$ cat config.mk
export PLATFORM = sky130hd
export DESIGN_NAME = bcd_add_datapath
export DESIGN_NICKNAME = d
export VERILOG_FILES = /design/src/rtl/bcd_add_pkg.sv /design/src/rtl/bcd_add_datapath_adder.sv /design/src/rtl/bcd_add_datapath.sv
export SDC_FILE = /design/constraint.sdc
export NUM_CORES = 1
export LEC_CHECK = 0
export ABC_AREA = 1
export CORE_UTILIZATION = 49
export DETAILED_ROUTE_END_ITERATION = 8
export PLACE_DENSITY_LB_ADDON = 0.15
export RECOVER_POWER = 50
export SETUP_SLACK_MARGIN = 0.05
export SLEW_MARGIN = 25
export SYNTH_ARGS = -nofsm -noshare
export SYNTH_HDL_FRONTEND = slang
export SYNTH_SLANG_ARGS = --single-unit
$ cat constraint.sdc
create_clock -name clock -period 1.4 [get_ports clock]
set_input_delay 0.28 -clock clock [delete_from_list [all_inputs] [get_ports clock]]
set_output_delay 0.28 -clock clock [all_outputs]
set_load 0.01 [all_outputs]
$ cat src/rtl/bcd_add_pkg.sv
// Shared definitions for the BCD-add datapath: FSM encoding, request indices and priority,
// digit limit, 7-segment patterns and small helpers used by the datapath and its bench.
package bcd_add_pkg;

   localparam logic [1:0] ST_IDLE     = 2'd0;
   localparam logic [1:0] ST_WAIT_SUM = 2'd1;
   localparam logic [1:0] ST_ACK      = 2'd2;

   // Request index doubles as priority: the lowest index wins when several are high.
   typedef enum logic [2:0] {
      REQ_INIT    = 3'd0,
      REQ_LOAD_A  = 3'd1,
      REQ_LOAD_B  = 3'd2,
      REQ_DISP_A  = 3'd3,
      REQ_DISP_B  = 3'd4,
      REQ_DISP_LS = 3'd5,
      REQ_DISP_MS = 3'd6
   } reqIdx_t;

   localparam int NUM_REQ = 7;

   typedef struct packed {
      logic    hit;
      reqIdx_t idx;
   } reqSel_t;

   localparam logic [3:0] MAX_DIGIT = 4'd9;

   // Active-low segment patterns, bit order {g,f,e,d,c,b,a}.
   localparam logic [6:0] SEG_0    = 7'h40;
   localparam logic [6:0] SEG_1    = 7'h79;
   localparam logic [6:0] SEG_2    = 7'h24;
   localparam logic [6:0] SEG_3    = 7'h30;
   localparam logic [6:0] SEG_4    = 7'h19;
   localparam logic [6:0] SEG_5    = 7'h12;
   localparam logic [6:0] SEG_6    = 7'h02;
   localparam logic [6:0] SEG_7    = 7'h78;
   localparam logic [6:0] SEG_8    = 7'h00;
   localparam logic [6:0] SEG_9    = 7'h10;
   localparam logic [6:0] SEG_DASH = 7'h3F;
   localparam logic [6:0] SEG_OFF  = 7'h7F;

   function automatic reqSel_t pickRequest(input logic [NUM_REQ-1:0] reqVec);
      reqSel_t sel;
      sel.hit = 1'b0;
      sel.idx = REQ_INIT;
      for (int i = NUM_REQ - 1; i >= 0; i--) begin
         if (reqVec[i]) begin
            sel.hit = 1'b1;
            sel.idx = reqIdx_t'(i[2:0]);
         end
      end
      return sel;
   endfunction

   function automatic logic [3:0] satDigit(input logic [3:0] d);
      return (d > MAX_DIGIT) ? MAX_DIGIT : d;
   endfunction

   function automatic logic [6:0] segDecode(input logic [3:0] d);
      logic [6:0] pat;
      case (d)
         4'd0:    pat = SEG_0;
         4'd1:    pat = SEG_1;
         4'd2:    pat = SEG_2;
         4'd3:    pat = SEG_3;
         4'd4:    pat = SEG_4;
         4'd5:    pat = SEG_5;
         4'd6:    pat = SEG_6;
         4'd7:    pat = SEG_7;
         4'd8:    pat = SEG_8;
         4'd9:    pat = SEG_9;
         default: pat = SEG_DASH;
      endcase
      return pat;
   endfunction

endpackage

$ cat src/rtl/bcd_add_datapath_adder.sv
// Two-stage pipelined single-digit BCD adder: stage 1 forms the binary sum, stage 2 splits it
// into LS/MS digits. valid tracks the pipe since the last start pulse; clear forces a settled 00.
module bcd_digit_adder
   import bcd_add_pkg::*;
#(
   parameter int LATENCY = 2
) (
   input  logic       clock,
   input  logic       reset,
   input  logic       clear,
   input  logic       start,
   input  logic [3:0] a,
   input  logic [3:0] b,
   output logic [3:0] ls,
   output logic       ms,
   output logic       valid
);

   localparam logic [LATENCY-1:0] PendStart = 1;

   logic [4:0]         raw;
   logic [LATENCY-1:0] pend;

   // Data stages run every cycle; pend only tracks when their contents reflect the operands.
   always_ff @(posedge clock or posedge reset) begin
      if (reset) begin
         raw   <= '0;
         ls    <= '0;
         ms    <= 1'b0;
         valid <= 1'b1;
         pend  <= '0;
      end else if (clear) begin
         raw   <= '0;
         ls    <= '0;
         ms    <= 1'b0;
         valid <= 1'b1;
         pend  <= '0;
      end else begin
         raw <= {1'b0, a} + {1'b0, b};
         if (raw > 5'd9) begin
            ls <= 4'(raw - 5'd10);
            ms <= 1'b1;
         end else begin
            ls <= raw[3:0];
            ms <= 1'b0;
         end
         if (start) begin
            pend  <= PendStart;
            valid <= 1'b0;
         end else begin
            pend <= pend << 1;
            if (pend[LATENCY-1]) valid <= 1'b1;
         end
      end
   end

endmodule

$ cat src/rtl/bcd_add_datapath.sv
// BCD-add datapath slave: four-phase acks for the controller's request strobes, two operand
// registers, pipelined BCD sum and registered display digit. SEVEN_SEG_EN enables the seg decode.
module bcd_add_datapath
   import bcd_add_pkg::*;
#(
   parameter int SUM_LATENCY = 2
) (
   input  logic       clock,
   input  logic       reset,
   input  logic [3:0] digitIn,
   input  logic       init,
   input  logic       loadA,
   input  logic       loadB,
   input  logic       displayA,
   input  logic       displayB,
   input  logic       displayLS,
   input  logic       displayMS,
   output logic       initAck,
   output logic       loadAAck,
   output logic       loadBAck,
   output logic       displayAAck,
   output logic       displayBAck,
   output logic       displayLSAck,
   output logic       displayMSAck,
   output logic [3:0] displayDigit,
   output logic       digitErr,
   output logic       sumValid,
   output logic [6:0] seg,
   output logic [1:0] fsmState
);

   logic [1:0]         state;
   reqIdx_t            active;
   logic [NUM_REQ-1:0] ackVec;
   logic [NUM_REQ-1:0] reqVec;
   reqSel_t            sel;
   logic               idleTake;
   logic               adderStart;
   logic               adderClear;
   logic [3:0]         opA;
   logic [3:0]         opB;
   logic [3:0]         sumLs;
   logic               sumMs;
   reqIdx_t            showIdx;
   logic [3:0]         sumDigit;

   assign reqVec = {displayMS, displayLS, displayB, displayA, loadB, loadA, init};
   assign sel    = pickRequest(reqVec);

   // Handshake: a request is taken only in IDLE (its ack is low there); the matching ack is
   // raised once the action is done and dropped on the first edge that samples the request low.
   assign idleTake   = (state == ST_IDLE) && sel.hit;
   assign adderStart = idleTake && ((sel.idx == REQ_LOAD_A) || (sel.idx == REQ_LOAD_B));
   assign adderClear = idleTake && (sel.idx == REQ_INIT);

   always_comb begin
      showIdx  = (state == ST_IDLE) ? sel.idx : active;
      sumDigit = (showIdx == REQ_DISP_MS) ? {3'b000, sumMs} : sumLs;
   end

   bcd_digit_adder #(
      .LATENCY(SUM_LATENCY)
   ) uAdder (
      .clock(clock),
      .reset(reset),
      .clear(adderClear),
      .start(adderStart),
      .a(opA),
      .b(opB),
      .ls(sumLs),
      .ms(sumMs),
      .valid(sumValid)
   );

   always_ff @(posedge clock or posedge reset) begin
      if (reset) begin
         state        <= ST_IDLE;
         active       <= REQ_INIT;
         ackVec       <= '0;
         opA          <= '0;
         opB          <= '0;
         displayDigit <= '0;
         digitErr     <= 1'b0;
      end else begin
         case (state)
            ST_IDLE: begin
               if (sel.hit) begin
                  active <= sel.idx;
                  case (sel.idx)
                     REQ_INIT: begin
                        opA          <= '0;
                        opB          <= '0;
                        digitErr     <= 1'b0;
                        displayDigit <= '0;
                        ackVec       <= 7'b1 << sel.idx;
                        state        <= ST_ACK;
                     end
                     REQ_LOAD_A: begin
                        opA <= satDigit(digitIn);
                        if (digitIn > MAX_DIGIT) digitErr <= 1'b1;
                        ackVec <= 7'b1 << sel.idx;
                        state  <= ST_ACK;
                     end
                     REQ_LOAD_B: begin
                        opB <= satDigit(digitIn);
                        if (digitIn > MAX_DIGIT) digitErr <= 1'b1;
                        ackVec <= 7'b1 << sel.idx;
                        state  <= ST_ACK;
                     end
                     REQ_DISP_A: begin
                        displayDigit <= opA;
                        ackVec       <= 7'b1 << sel.idx;
                        state        <= ST_ACK;
                     end
                     REQ_DISP_B: begin
                        displayDigit <= opB;
                        ackVec       <= 7'b1 << sel.idx;
                        state        <= ST_ACK;
                     end
                     default: begin
                        // Sum digits are only shown once the adder pipe has settled.
                        if (sumValid) begin
                           displayDigit <= sumDigit;
                           ackVec       <= 7'b1 << sel.idx;
                           state        <= ST_ACK;
                        end else begin
                           state <= ST_WAIT_SUM;
                        end
                     end
                  endcase
               end
            end
            ST_WAIT_SUM: begin
               if (sumValid) begin
                  displayDigit <= sumDigit;
                  ackVec       <= 7'b1 << active;
                  state        <= ST_ACK;
               end
            end
            ST_ACK: begin
               if (!reqVec[active]) begin
                  ackVec <= '0;
                  state  <= ST_IDLE;
               end
            end
            default: begin
               ackVec <= '0;
               state  <= ST_IDLE;
            end
         endcase
      end
   end

   assign initAck      = ackVec[REQ_INIT];
   assign loadAAck     = ackVec[REQ_LOAD_A];
   assign loadBAck     = ackVec[REQ_LOAD_B];
   assign displayAAck  = ackVec[REQ_DISP_A];
   assign displayBAck  = ackVec[REQ_DISP_B];
   assign displayLSAck = ackVec[REQ_DISP_LS];
   assign displayMSAck = ackVec[REQ_DISP_MS];
   assign fsmState     = state;

`ifdef SEVEN_SEG_EN
   always_comb seg = segDecode(displayDigit);
`else
   assign seg = SEG_OFF;
`endif

endmodule

==> results of run 1 <==
cell families (layout without fill, tap and decap cells):
group                    count (synthesis)  count (layout)
adder cells (fa/ha/maj)                  6               6
buffers and inverters                   47             121
AO/OA/AOI/OAI                           33              33
AND/OR/NAND/NOR                        156             156
other                                    1               7
flip-flops                              38              38
XOR/XNOR                                 2               2
stage by stage:
step                      setup WS [ns]  cell area [um2]  setup TNS, ns  instances  util (%)
after detailed placement         -0.486             2930         -15.62        394      65.5
after CTS                       -0.0589             3280         -0.642        411      73.4
after floorplan                  0.0565             2360              0        289         -
final                            -0.115             3340          -1.06        415      74.6
after global routing             -0.201             3340          -3.14        415      74.6
after global placement           -0.474             2930         -14.79        394      65.5
registers in the layout, indices dropped and copies added, names as in the netlist:
name and flops:
ackVec 7, active 3, digitErr 1, displayDigit 4, fsmState 2, opA 4
opB 4, uAdder.ls 4, uAdder.ms 1, uAdder.pend 2, uAdder.raw 5, uAdder.valid 1
per-layer routing:
metal / vias up / routed length, um / part of all wire [%]
li1: 1074 / - / -
met1: 1070 / 2510 / 42
met2: 49 / 3150 / 53
met3: 13 / 187 / 3.1
met4: 0 / 110 / 1.8
met5: - / 0 / 0
cell usage in the layout, fill, tap and decap left out, drive strengths merged:
cell | netlist | layout
nand3b | 1 | 1
fa | 1 | 1
a22oi | 1 | 1
clkinvlp | 0 | 1
xor2 | 1 | 1
nor3 | 3 | 3
nand4 | 16 | 16
ha | 5 | 5
nand2 | 78 | 78
xnor2 | 1 | 1
bufinv | 0 | 1
o31ai | 4 | 4
conb | 1 | 7
dfrtp | 37 | 37
buf | 9 | 49
dfstp | 1 | 1
nand3 | 30 | 30
a21boi | 1 | 1
inv | 37 | 37
clkbuf | 1 | 7
dlygate4sd2 | 0 | 21
clkdlybuf4s50 | 0 | 5
o21ai | 19 | 19
nor2 | 28 | 28
a21oi | 8 | 8
worst max-delay path by stage:
stage                            start               to  slack (ns)
after detailed placement          init        ackVec[6]       -0.49
after CTS                  fsmState[1]     uAdder.valid       -0.06
after floorplan           uAdder.valid        ackVec[5]        0.06
final                      fsmState[1]        ackVec[5]       -0.12
after global placement           loadA           opB[0]       -0.47
after global routing       fsmState[1]  displayDigit[0]       -0.20
power by group:
part	total [mW]	switching (mW)	leakage, nW	internal, mW
sequential	1.66	0.243	0.504	1.42
combinational	2.64	1.42	1.16	1.23
clock	0.944	0.412	0.0514	0.532
total	5.25	2.07	1.72	3.18
final cells by class:
type	count	area, um2	share of cell area, %
clock inverters	2	37.5	1.12
repair buffers	76	704	21.1
well taps	52	65.1	1.95
inverters	37	149	4.46
clock buffers	6	72.6	2.17
multi-input cells	204	1360	40.6
flip-flops and latches	38	955	28.6
cells in the mapped netlist:
library cell  instances  area [um2]
nand3_1              23         115
nor3_1                3        15.0
inv_2                 6        22.5
buf_4                 8        60.1
nand2_1              65         244
a22oi_2               1        12.5
o21ai_0              12        60.1
nand4_2               1        12.5
ha_1                  5        62.6
nand3_4               3        52.6
o31ai_1               4        30.0
a21boi_0              1        7.51
o21ai_1               2        10.0
nand2_4               3        33.8
nor2_4                5        56.3
xnor2_1               1        8.76
nand3_2               4        40.0
nand3b_1              1        7.51
nor2_1               19        71.3
dfstp_2               1        26.3
inv_4                 1        6.26
xor2_1                1        8.76
nand4_1              15        93.8
buf_12                1        20.0
o21ai_2               5        43.8
fa_1                  1        20.0
nand2_2              10        62.6
nor2_2                3        18.8
clkbuf_1              1        3.75
dfrtp_1              37         926
inv_1                30         113
nor2_8                1        20.0
conb_1                1        3.75
a21oi_1               8        40.0
what timing repair did:
| action | 4_1_cts | 5_1_grt |
|---|---|---|
| pin swaps | 19 | 13 |
| buffers inserted | 8 | 4 |
| cloned | 1 | 0 |
| endpoints found under the setup margin | 53 | 35 |
| resized for setup | 75 | 13 |
critical path: stages (launching register included):
cell	delay, ns
dfrtp_2	0.43
buf_12	0.13
nor2_4	0.15
nand4_1	0.21
buf_4	0.19
o21ai_2	0.08
nand3_1	0.12
o21ai_2	0.14
==> impl_metrics.csv, run 1 <==
group,metric,value,unit
status,outcome,"finished with violations",
status,violations,"setup timing",
worst_setup_path,timing.reg2reg.setup_slack,-0.12,ns
hold_path,min_from,"uAdder.pend[0]",
synth,synthDistinctLibCells,34,
timing,final.setup_skew,0.00948,ns
timing,fin_crit_sh,108,%
timing,drv_slew,0,
routing,drtAntennaViolNets,0,
floorplan,die_width,70.9,um
cells_and_area,area_growth,43.4,%
global_routing,track_usage,25.5,%
synth,synth-compound-area-share,8.76,%
routing,vias_per_cell,5.32,
cells_and_area,drive_gt1_share,38.3,%
floorplan,fp.dieH,70.9,um
floorplan,ioPinCount,35,
synth,avgSynthCellArea,8.23,um2
timing,rsz0062_at_grt,"yes",
worst_setup_path,worst_setup_path_end_kind,"flop",
synth,synth_seq_area_share,40.9,%
worst_setup_path,crit_arrival,1.75,ns
routing,dr.first_iter.drc_count,131,
synth,synth_xor_area_share,0.752,%
timing,holdWs,0.484,ns
power_and_ir_drop,finalPower,5.25,mW
timing,setup_slack,-0.115,ns
synth,synth-seq-cells,38,
routing,dr.pass1.iters,6,
synth,syn_area,2330,um2
worst_setup_path,timing.rr.start,"fsmState[1]",
hold_path,hold_path.class,"reg2reg",
global_routing,grt_pass1_wl,9940,um
worst_setup_path,r2r_cells,7,
synth,yosys_warnings,0,
global_routing,top_usage_layer,"met2",
cts,clk_latency,0.29,ns
placement,hpwl,4130,um
floorplan,core_area,4470,um2
global_routing,antenna_found_initial,0,
cells_and_area,fillCellCount,344,
cts,root_buffer,"clkbuf_8",
cts,cts_made_buffers,5,
timing,finalHoldViolations,0,
timing,slew_headroom,37.0,%
worst_setup_path,worstReg2RegEnd,"ackVec[5]",
worst_setup_path,cp_max_fo,3,
cts,postCtsHoldBufs,0,
cts,cts_tree,"yes",
power_and_ir_drop,p_leak,1.72,nW
hold_path,hold_end,"uAdder.pend[1]",
worst_setup_path,worstSetupPathType,"reg2reg",
global_routing,grtUsageMet2,46.9,%
worst_setup_path,start_kind,"flop",
hold_path,whs_path_depth,2,
synth,synth_simple_gate_area_share,36.2,%
routing,wirelength,5950,um
cts,clk_pin_slew,0.08,ns
timing,worst_slew_pin_slew,0.945,ns
timing,setup_viol,25,
global_routing,grt_use_met3,4.42,%
routing,vias,2206,
job,drv_cap,0,
cells_and_area,antenna_cells,0,
floorplan,die_area,5030,um2
power_and_ir_drop,vdd_ir_drop_max,0.915,mV
timing,period_minus_slack,1.52,ns
global_routing,grtUsageMet1,30.0,%
power_and_ir_drop,power.density,1570,nW/um2
placement,gp_congestion,0.952,
synth,synth_cells,283,
timing,fmax,0.660,GHz
cts,htreeDepth,2,
cells_and_area,fin_nets,381,
synth,synth_top_family_by_area,"simple AND/OR/NAND/NOR gates",
global_routing,first_global_vias,2222,
global_routing,overflow,0,
synth,yosys.area_share.adder,3.55,%
cts,clock_tree.buffer_depth,2,
floorplan,fp-row-count,24,
placement,portBuffers,27,
synth,synthMuxAreaShare,0,%
routing,detail_route.wl_per_cell,14.3,um
routing,route.detailed.drc,0,
global_routing,grt_max_degree,39,
worst_setup_path,critPathRequiredTime,1.63,ns
floorplan,start_util,52.0,%
cts,clock_sinks,38,
(Power assumes the default switching activity.)
==> run 2: changes to the inputs <==
SLEW_MARGIN = 40   (was 25)
==> results of run 2 <==
No change in the layout: final DEF, timing and power equal those of run 1.
==> run 3: changes to the inputs <==
CAP_MARGIN = 20   (was default)
CELL_PAD_IN_SITES_DETAIL_PLACEMENT = 1   (was default)
CELL_PAD_IN_SITES_GLOBAL_PLACEMENT = 1   (was default)
CORE_UTILIZATION = 36   (was 49)
GPL_ROUTABILITY_DRIVEN = 0   (was default)
==> impl_metrics.csv, run 3 (same netlist as run 1, synthesis figures left out) <==
group,metric,value,unit
cts,clock_tree.buffer_depth,2,
worst_setup_path,cp_slowest_stage_delay,0.43,ns
cells_and_area,postLayoutCoreUtil,57.1,%
timing,slew_headroom,37.4,%
global_routing,antenna_found_initial,0,
routing,route.detailed.drc,0,
cells_and_area,fillCellCount,725,
floorplan,core_area,6100,um2
worst_setup_path,start_kind,"flop",
cells_and_area,largest-register,"ackVec",
worst_setup_path,worstSetupPathType,"reg2reg",
cts,cts_made_buffers,5,
global_routing,track_usage,21.8,%
placement,post-place-cells,418,
cells_and_area,reg_top3,"ackVec (7), uAdder.raw (5)",
cts,root_buffer,"clkbuf_8",
routing,wirelength,6970,um
cells_and_area,fin_nets,382,
power_and_ir_drop,p_leak,1.71,nW
worst_setup_path,crit_arrival,1.66,ns
power_and_ir_drop,vdd_ir_drop_max,1.06,mV
timing,setup_slack,-0.0850,ns
worst_setup_path,critPathSlowestCell,"dfrtp_2",
cts,clk_latency,0.29,ns
timing,fin_tns_setup,-0.213,ns
floorplan,start_util,38.2,%
global_routing,overflow,0,
floorplan,fp-row-count,28,
placement,portBuffers,27,
timing,holdWs,0.483,ns
timing,final.setup_skew,0.00693,ns
status,violations,"setup timing",
cells_and_area,antenna_cells,0,
timing,finalHoldViolations,0,
placement,post-place-ws,-0.613,ns
cells_and_area,area_growth,49.4,%
cells_and_area,final_cell_mix,"nand2_1, buf_4, dfrtp_1",
timing,fmax,0.673,GHz
floorplan,ioPinCount,35,
cts,clock_sinks,38,
placement,hpwl,4920,um
cts,postCtsHoldBufs,0,
routing,dr.pass1.iters,4,
cts,cts_tree,"yes",
job,drv_cap,0,
power_and_ir_drop,power.density,1580,nW/um2
routing,vias,2174,
routing,vias_per_cell,4.95,
hold_path,hold_path.class,"reg2reg",
routing,detail_route.wl_per_cell,15.9,um
worst_setup_path,worst_setup_path_end_kind,"flop",
global_routing,grt_pass1_wl,10900,um
timing,setup_viol,9,
cts,htreeDepth,2,
cells_and_area,final_common_cell,"nand2_1",
cells_and_area,drive_gt1_share,45.9,%
cts,clk_pin_slew,0.08,ns
timing,drv_slew,0,
worst_setup_path,critPathRequiredTime,1.58,ns
timing,fin_crit_sh,106,%
cells_and_area,fin_cells,439,
status,outcome,"finished with violations",
global_routing,grt_max_degree,39,
timing,period_minus_slack,1.49,ns
worst_setup_path,path_cells,"nor2_4, nand4_1, o21ai_1, nand2_1, nand3_2, nand2_2, nand3_2, nand2_1",
floorplan,die_area,6790,um2
floorplan,die_width,82.4,um
worst_setup_path,cp_max_fo,3,
global_routing,first_global_vias,2258,
floorplan,fp.dieH,82.4,um
cells_and_area,largest_reg_flops,7,
timing,worst_slew_pin_slew,0.938,ns
routing,dr.first_iter.drc_count,55,
worst_setup_path,cp_num_buf_inv,0,
timing,rsz0062_at_grt,"yes",
routing,drtAntennaViolNets,0,
worst_setup_path,critical_path.top_delay_family,"simple AND/OR/NAND/NOR gates",
==> run 3: changes by cell type in the layout (fill, tap and decap cells not counted), sizes merged <==
cell / delta
buf: +3
bufinv: +1
clkinv: +1
clkdlybuf4s15: +3
clkinvlp: -1
dlygate4sd2: -6
==> run 3: final cells by class <==
type                       count  area [um2]  share of cell area, %
sequential                    38         955                   27.4
multi-input combinational    204        1490                   42.7
inverter                      37         151                   4.35
clock inverter                 3        68.8                   1.98
tap                           75        93.8                   2.70
timing repair buffer          77         657                   18.9
clock buffer                   5        68.8                   1.98
==> run 3: worst paths after layout <==
kind | from | slack, ns | end | cells past startpoint
setup / recovery | fsmState[0] | -0.09 | displayDigit[0] | 8
hold / removal | ackVec[1] | 0.48 | ackVec[1] | 2
setup reg to reg | fsmState[0] | -0.09 | displayDigit[0] | 8
hold reg to reg | ackVec[1] | 0.48 | ackVec[1] | 2
max in group asynchronous | reset | 0.19 | fsmState[0] | 3
min in group asynchronous | reset | 0.58 | ackVec[1] | 3
==> run 3: repair_timing <==
action / in CTS / in global routing
pin swaps: 35 / 21
endpoints found under the setup margin: 53 / 32
resized for setup: 95 / 41
hold endpoints to repair: 0 / 0
buffers inserted: 9 / 4
==> run 3: metal layers <==
layer	track usage [%]	up-vias	wire, um
met4	3.86	0	54
met1	26.0	1060	2850
met3	3.85	4	198
li1	-	1077	-
met5	0	-	0
met2	40.8	33	3870
==> run 3: stage by stage <==
stage	instance area (um2)	power (mW)
6_report	3480	5.51
5_1_grt	3480	5.89
4_1_cts	3320	5.37
3_5_place_dp	2930	3.94
3_3_place_gp	2930	3.87
2_1_floorplan	2360	2.94
==> run 3: power breakdown <==
| part | leakage [nW] | switching (mW) | internal [mW] |
|---|---|---|---|
| clock | 0.0683 | 0.428 | 0.714 |
| sequential | 0.504 | 0.275 | 1.42 |
| combinational | 1.14 | 1.50 | 1.18 |
==> run 3: tightest hold or removal path: cells and delay by family, from the launching register on <==
| family | cells | cell delay, ns |
|---|---|---|
| flip-flops | 1 | 0.36 |
| AND/OR/NAND/NOR | 2 | 0.09 |
